$ cat src/rtl/mux_v_n_pack_pkg.sv
// mux_v_n_pack_pkg: shared widths, slot counts and state types for the symbol packer.
package mux_v_n_pack_pkg;
  localparam int RAM_W   = 32;
  localparam int ADDR_W  = 10;
  localparam int WP_W    = 16;
  localparam int SYM_V_W = 6;
  localparam int SYM_N_W = 4;
  localparam int SLOTS_V = 5;
  localparam int SLOTS_N = 8;
  localparam int SLOT_W  = 3;
  typedef enum logic [1:0] {IDLE, FILL, FLUSH, HOLD} state_e;
  typedef enum logic [1:0] {MODE_NONE, MODE_V, MODE_N} mode_e;
endpackage

$ cat src/rtl/mux_v_n_pack.sv
// mux_v_n_pack: packs 6-bit (v) or 4-bit (n) symbols into 32-bit RX RAM words per frame.
module mux_v_n_pack
  import mux_v_n_pack_pkg::*;
(
  input  logic               clk_15_o,
  input  logic               nrst,
  input  logic               cod_ce_v,
  input  logic               cod_ce_n,
  input  logic               sym_valid,
  input  logic [SYM_V_W-1:0] sym_data,
  input  logic               sym_last,
  input  logic               rd_done,
  output logic               ram_we,
  output logic [ADDR_W-1:0]  ram_addr,
  output logic [RAM_W-1:0]   ram_wdata,
  output logic [WP_W-1:0]    weight_pack,
  output logic               data_std,
  output logic               overflow
);
  state_e             state_q, state_d;
  mode_e              mode_q, mode_d, mode_in, cur_mode;
  logic [SLOT_W-1:0]  slot_q, slot_d, slot_cur, last_slot;
  logic [RAM_W-1:0]   word_q, word_d, wdata_q, wdata_d, sym_ext, word_new;
  logic [ADDR_W-1:0]  addr_q, addr_d;
  logic [WP_W-1:0]    weight_q, weight_d;
  logic               full_q, full_d, we_q, we_d, std_q, std_d, ovf_q, ovf_d;
  logic [4:0]         sh;
  logic               is_v, accept, emit, at_top, blocked;
  assign mode_in   = cod_ce_v ? MODE_V : cod_ce_n ? MODE_N : MODE_NONE;
  assign cur_mode  = state_q == IDLE ? mode_in : mode_q;
  assign is_v      = cur_mode == MODE_V;
  assign slot_cur  = state_q == IDLE ? '0 : slot_q;
  assign last_slot = is_v ? SLOT_W'(SLOTS_V - 1) : SLOT_W'(SLOTS_N - 1);
  // slot k starts at bit 6k (v) or 4k (n)
  assign sh        = {slot_cur, 2'b00} + (is_v ? {1'b0, slot_cur, 1'b0} : 5'd0);
  assign sym_ext   = is_v ? RAM_W'(sym_data) : RAM_W'(sym_data[SYM_N_W-1:0]);
  assign word_new  = word_q | (sym_ext << sh);
  assign accept    = sym_valid & (state_q == FILL | (state_q == IDLE & mode_in != MODE_NONE));
  assign emit      = accept & (sym_last | slot_cur == last_slot);
  assign at_top    = addr_q == {ADDR_W{1'b1}};
  // once address 1023 has been written (or is being written now) the RAM is full for this frame
  assign blocked   = state_q != IDLE & (full_q | (we_q & at_top));
  always_comb begin
    state_d  = state_q;
    mode_d   = mode_q;
    slot_d   = slot_q;
    word_d   = word_q;
    addr_d   = we_q & ~at_top ? addr_q + 1'b1 : addr_q;
    full_d   = full_q | (we_q & at_top);
    we_d     = 1'b0;
    wdata_d  = wdata_q;
    weight_d = weight_q;
    std_d    = std_q;
    ovf_d    = ovf_q;
    case (state_q)
      IDLE: if (accept) begin
        mode_d  = mode_in;
        ovf_d   = 1'b0;
        addr_d  = '0;
        full_d  = 1'b0;
        state_d = FILL;
      end
      FLUSH: begin
        weight_d = WP_W'(addr_q);
        std_d    = 1'b1;
        ovf_d    = ovf_q | sym_valid;
        state_d  = HOLD;
      end
      HOLD: begin
        ovf_d   = ovf_q | sym_valid;
        std_d   = ~rd_done;
        state_d = rd_done ? IDLE : HOLD;
      end
      default: ;
    endcase
    if (accept) begin
      slot_d  = emit ? '0 : slot_cur + 1'b1;
      word_d  = emit ? '0 : word_new;
      we_d    = emit & ~blocked;
      wdata_d = emit & ~blocked ? word_new : wdata_q;
      ovf_d   = ovf_d | (emit & blocked);
      state_d = sym_last ? FLUSH : state_d;
    end
  end
  always_ff @(posedge clk_15_o) begin
    if (nrst) begin
      state_q  <= IDLE;
      mode_q   <= MODE_NONE;
      slot_q   <= '0;
      word_q   <= '0;
      addr_q   <= '0;
      full_q   <= 1'b0;
      we_q     <= 1'b0;
      wdata_q  <= '0;
      weight_q <= '0;
      std_q    <= 1'b0;
      ovf_q    <= 1'b0;
    end else begin
      state_q  <= state_d;
      mode_q   <= mode_d;
      slot_q   <= slot_d;
      word_q   <= word_d;
      addr_q   <= addr_d;
      full_q   <= full_d;
      we_q     <= we_d;
      wdata_q  <= wdata_d;
      weight_q <= weight_d;
      std_q    <= std_d;
      ovf_q    <= ovf_d;
    end
  end
  assign ram_we      = we_q;
  assign ram_addr    = addr_q;
  assign ram_wdata   = wdata_q;
  assign weight_pack = weight_q;
  assign data_std    = std_q;
  assign overflow    = ovf_q;
endmodule

$ cat config.mk
export PLATFORM = sky130hd
export DESIGN_NAME = mux_v_n_pack
export DESIGN_NICKNAME = d
export VERILOG_FILES = /design/src/rtl/mux_v_n_pack_pkg.sv /design/src/rtl/mux_v_n_pack.sv
export SDC_FILE = /design/constraint.sdc
export NUM_CORES = 1
export LEC_CHECK = 0
export BUFFER_PORTS_ARGS = -buffer_cell sky130_fd_sc_hd__clkbuf_2
export CORE_MARGIN = 2
export CORE_UTILIZATION = 58
export CTS_BUF_LIST = sky130_fd_sc_hd__clkbuf_8
export DETAILED_ROUTE_END_ITERATION = 10
export PLACE_DENSITY = 0.82
export SLEW_MARGIN = 20
export SYNTH_ARGS = -nofsm -noshare
export SYNTH_HDL_FRONTEND = slang
export SYNTH_SLANG_ARGS = --single-unit
export TNS_END_PERCENT = 5
$ cat constraint.sdc
create_clock -name clk_15_o -period 3.3 [get_ports clk_15_o]
set_input_delay 0.66 -clock clk_15_o [delete_from_list [all_inputs] [get_ports clk_15_o]]
set_output_delay 0.66 -clock clk_15_o [all_outputs]
set_load 0.03 [all_outputs]
; After elaboration in Yosys (flattened, before gate mapping)
; Index checks and enable logic that the tools add are counted.
; W data, S select, Z words.
[classes]
add_sub_neg = 3
eq_ne = 6
n_shift = 1
muxes = 23
bitwise = 18
n_reduce_logical = 8
[op_table]
columns = op, count
row1 = $mux W32, 1
row2 = $or A32 B32 Y32, 1
row3 = $shl A6 B5 Y32, 1
row4 = $mux W10, 3
row5 = $mux W2, 8
row6 = $add A10 B1 Y10 const B, 1
row7 = $eq A10 B10 Y1 const B, 1
row8 = $and A1 B1 Y1, 8
row9 = $mux W3, 2
row10 = $mux W6, 1
row11 = $pmux W2 S3, 1
row12 = $reduce_bool A2 Y1, 3
row13 = $add A5 B4 Y5, 1
row14 = $or A1 B1 Y1, 5
row15 = $eq A2 B1 Y1 const B, 2
row16 = $eq A2 B2 Y1 const B, 2
row17 = $mux W1, 4
row18 = $mux W4, 1
row19 = $not A1 Y1, 4
row20 = $pmux W1 S2, 2
row21 = $reduce_and A2 Y1, 2
row22 = $reduce_or A2 Y1, 2
row23 = $add A3 B1 Y3 const B, 1
row24 = $eq A3 B3 Y1, 1
row25 = $logic_not A2 Y1, 1
[totals]
regBits = 95
in_bits = 13
out_inout_bits = 61
wordCells = 70

; Logic depth before layout (Yosys ltp)
[depth]
ltp_word = 11
mapped_depth = 12
depth_no_buf = 10

; Least setup slack after synthesis
; OpenSTA, ideal clock, no wires.
[synth_path]
path_type = register -> register
start = register state_q[0]
end = register wdata_q[13] (netlist: ram_wdata[13])
arrival_ns = 2.653
required_time_ns = 3.174
setup_slack_ns = 0.521
stages_incl_launch_ff = 13
path_buffers = 3
path_cell_list = dfxtp_1 -> buf_6 -> nor2_8 -> mux2i_4 -> inv_1 -> ha_1 -> o2111ai_4 -> a2111oi_4 -> and2_1 -> buf_6 -> buf_8 -> mux2i_1 -> o21ai_1
[synth_via]
elab_chain_len = 9
word_cells_on_any_way = 22
[synth_rtl]
columns = item, line
row1 = from (decl), mux_v_n_pack.sv:20  ; state_e state_q, state_d;
row2 = from (signal assigned), mux_v_n_pack.sv:99  ; state_q <= state_d;
row3 = branches (longest 9 deep; another with $add A5 B4 Y5), -
row4 = to (signal assigned), mux_v_n_pack.sv:106  ; wdata_q <= wdata_d;
row5 = to (decl), mux_v_n_pack.sv:23  ; logic [RAM_W-1:0] word_q, word_d, wdata_q, wdata_d, sym_ext, word_new;
; Parallel ways; which one is timed is not known.
; A chain may end at the register's enable or synchronous reset.

; Final worst setup path
[layout_path]
start = register state_q[1]
end = register wdata_q[21] (netlist: ram_wdata[21])
; Same word-level chain as after synthesis.

==> key figures <==
Run status
  – Outcome: complete, no violations

Floorplanning
  – Core footprint: 7250 µm²
  – Row count: 31
  – Num ports: 74
  – Die X: 90.7 µm
  – Die ar.: 8230 µm²
  – Initial Util: 60.1%
  – Die height: 90.7 µm

Power and ir drop
  – Static Leak: 1.91 nW
  – Sw Pwr: 0.000629 W
  – Power per cell area: 485 nW/µm²
  – Sw frac: 26.2%
  – Sequential Power Share: 50.2%
  – Clock share of power: 36.5%
  – Worst VDD drop: 0.295 mV
  – Int Pwr: 0.00177 W
  – Logic pwr share: 13.4%

Setup path
  – CP startpoint kind: register
  – Kind of cell adding the most delay to the critical path: compound AO/OA/AOI/OAI gates
  – Critical path peak fanout: 53
  – Worst EP required: 3.53 ns
  – CP max stage delay: 0.45 ns
  – Crit path cell chain: nor2_8 > mux2i_4 > inv_1 > ha_1 > o2111ai_4 > a2111oi_4 > and2_2 > buf_12 > mux2i_1 > o21ai_1
  – CP Capture Type: register
  – Worst path slowest cell: a2111oi_4
  – Worst Setup Path Type: reg2reg
  – Buffers & Inverters on Critical Path: 2
  – Crit path DAT: 3.26 ns

Placed design
  – Placed cell area: 4720 µm²
  – Dpl ws: 0.154 ns
  – Port bufs: 67
  – Routability cong.: 0.946
  – Hpwl dp: 7.14 mm

Cells and area
  – Area Overhead vs Synth: 13.4%
  – Number of diodes: 0
  – Post-route design area: 4940 µm²
  – Fill cells: 605
  – Final #Nets: 578
  – Layout cell share with drive strength beyond 1: 20.1%

Yosys
  – Seq cells post-synth: 95
  – Number of synthesized flops with an enable pin: 0
  – Top FF cell, synth: dfxtp_1
  – Seq/Total Area, Yosys: 43.6%
  – Synth cell types: 55
  – Post-synth top area share: 43.6%
  – Post-synthesis compound-gate area fraction: 21.6%
  – Mux cell area share after synthesis: 3.50%
  – Synth Area per Inst: 8.72 µm²
  – Fraction of registers with async set/reset: 0%
  – Largest family of logic cells by synthesized area: compound AO/OA/AOI/OAI gates
  – Xor/xnor share of the synthesized area: 3.56%
  – Mapped Cells: 500
  – Simple-Gate Fraction of Synth Area: 19.2%
  – Synth top area cells: dfxtp_1 (44%), nand2_1 (4.8%), o21ai_0 (4.5%)
  – Cell taking the most area after synthesis: dfxtp_1
  – Post-Synth Adder-Cell Area: 2.18%
  – Synth Cell Area: 4360 µm²
  – Yosys warns: 0

Clocking
  – CTS tree: done
  – Post CTS Setup Buffer Count: 0
  – Clk sinks: 95
  – CTS Buf Count: 9
  – Root Buffer: clkbuf_8
  – Clock tree buffer depth: 2
  – Post-CTS Resized: 0
  – Post-CTS Hold Fix Bufs: 0
  – H-tree levels: 3
  – Worst skew pair latency: 0.36 ns
  – Clock transition at the registers of the reported paths: 0.08 ns

Detailed routing
  – DR iter-0 viols: 318
  – Antenna-violating nets left: 0
  – Via count: 3781
  – Pre-Repair DR Iteration Count: 5
  – DRC errors left: 0
  – DR WL/cell: 15.2 µm
  – Vias/cell: 5.72
  – DRT Wirelength: 10.0 mm

STA
  – Worst Setup Slack, final: 0.272 ns
  – RSZ-0062 raised after global routing: no
  – Final setup skew: 0.00991 ns
  – FMAX: 330 MHz
  – # setup viols final: 0
  – Tcrit/Tclk final: 91.7%
  – Worst Max-Slew Pin Slew: 0.680 ns
  – Slew HR: 54.6%
  – Max Transition Viols Final: 0
  – Setup TNS: 0 ns
  – Final Hold Viols: 0
  – Minimum clock period: 3.03 ns

Global routing
  – GR Overflow Total: 0
  – GRT Total Usage: 24.7%
  – Largest net degree at the start of global routing: 54
  – First-pass GRT wire length: 16.7 mm
  – Initial antenna violation count: 0
  – Vias in the first global route: 3524

Run
  – Max-cap viol count: 0

Min path
  – Hold Crit Class: reg2reg
[power groups by stage]
stage               Clock (W)  Combinational [W]  Sequential (W)
floorplan                   0           0.000200         0.00127
CTS                  0.000888           0.000318         0.00120
global placement            0           0.000308         0.00123
finish               0.000874           0.000320         0.00120
detailed placement          0           0.000315         0.00123
global route         0.000932           0.000344         0.00121
[through the flow]
stage / power (W) / utilization, % / std cells / hold WS (ns)
final: 0.00240 / 68.2 / 661 / 0.454
after global routing: 0.00248 / 68.2 / 661 / 0.482
after CTS: 0.00241 / 68.2 / 661 / 0.456
after detailed placement: 0.00154 / 65.1 / 646 / 0.436
after global placement: 0.00153 / 65.1 / 646 / 0.427
after floorplan: 0.00147 / - / 505 / 0.417
[final timing paths]
path / start / to / slack (ns) / cells past startpoint
setup / recovery: state_q[1] / ram_wdata[21] / 0.27 / 10
hold / removal: word_q[13] / word_q[13] / 0.45 / 2
setup reg to reg: state_q[1] / ram_wdata[21] / 0.27 / 10
hold reg to reg: word_q[13] / word_q[13] / 0.45 / 2
[cell usage after synthesis, types with 2 or more instances]
| cell type | count |
|---|---|
| buf_6 | 5 |
| nor4b_2 | 2 |
| nand2b_1 | 5 |
| o21a_4 | 2 |
| xor2_2 | 2 |
| nand4_1 | 2 |
| buf_4 | 7 |
| and2_1 | 4 |
| dfxtp_1 | 95 |
| o21ai_1 | 17 |
| mux2i_1 | 13 |
| nand3_1 | 6 |
| a22oi_2 | 2 |
| o21ai_0 | 39 |
| clkbuf_1 | 15 |
| and3_1 | 8 |
| buf_2 | 7 |
| a221oi_1 | 4 |
| nand3_2 | 3 |
| nor2b_1 | 24 |
| nand2_1 | 56 |
| ha_1 | 6 |
| xor2_1 | 5 |
| nor3_1 | 13 |
| nor2_1 | 45 |
| a31oi_1 | 28 |
| a211oi_1 | 5 |
| a41oi_1 | 2 |
| o21a_1 | 2 |
| a21oi_1 | 36 |
| inv_1 | 12 |
| xnor2_1 | 4 |
| buf_1 | 2 |
[logic make-up (layout without fill, tap and decap cells)]
group,count (synthesis),after routing
adders and majority gates,7,7
other,1,6
DFF,95,95
xor gates and xnor gates,13,13
AOI/OAI and AO/OA,149,149
buffers and inverters,50,107
and+or+nand+nor,171,171
muxes,14,14
[layer usage]
metal  up-vias  GRT usage, %  share of wire, %
met1      1772          33.7                45
met5         -             0                 0
met4         0          8.08               1.3
met3        14          4.67               6.3
met2       141          39.7                48
li1       1854             -                 -
[worst min-delay path, cell delays in order (launching register included)]
cell     delay (ns)
dfxtp_1        0.33
nand2_1        0.04
o21ai_0        0.05
[state kept, by name, indices dropped and copies added (netlist names)]
| signal | count |
|---|---|
| data_std | 1 |
| full_q | 1 |
| mode_q | 2 |
| overflow | 1 |
| ram_addr | 10 |
| ram_wdata | 32 |
| ram_we | 1 |
| slot_q | 3 |
| state_q | 2 |
| weight_pack | 10 |
| word_q | 32 |
[placed cells by master, fill, tap and decap left out, drive strengths merged, types with 2 or more instances in the layout]
| cell type | instances |
|---|---|
| mux2i | 14 |
| a21oi | 36 |
| nand2b | 5 |
| a41oi | 2 |
| nor4b | 2 |
| clkbuf | 76 |
| nor2 | 46 |
| inv | 14 |
| nand3 | 9 |
| dfxtp | 95 |
| buf | 12 |
| xnor2 | 6 |
| a221oi | 4 |
| clkinv | 2 |
| o21a | 4 |
| xor2 | 7 |
| a31oi | 28 |
| conb | 6 |
| and3 | 8 |
| nor2b | 24 |
| ha | 6 |
| nor3 | 13 |
| nand2 | 56 |
| and2 | 4 |
| a22oi | 3 |
| nand4 | 2 |
| o21ai | 56 |
| bufinv | 3 |
| a211oi | 5 |
[area by class of cell]
type	count	area (µm²)	area share (%)
inverter	13	48.8	0.987
multi-input combinational	360	2210	44.6
clock inverter	6	103	2.07
timing repair buffer	79	438	8.86
clock buffer	9	124	2.51
sequential	95	1900	38.5
tap	99	124	2.51
(Power assumes the default switching activity.)
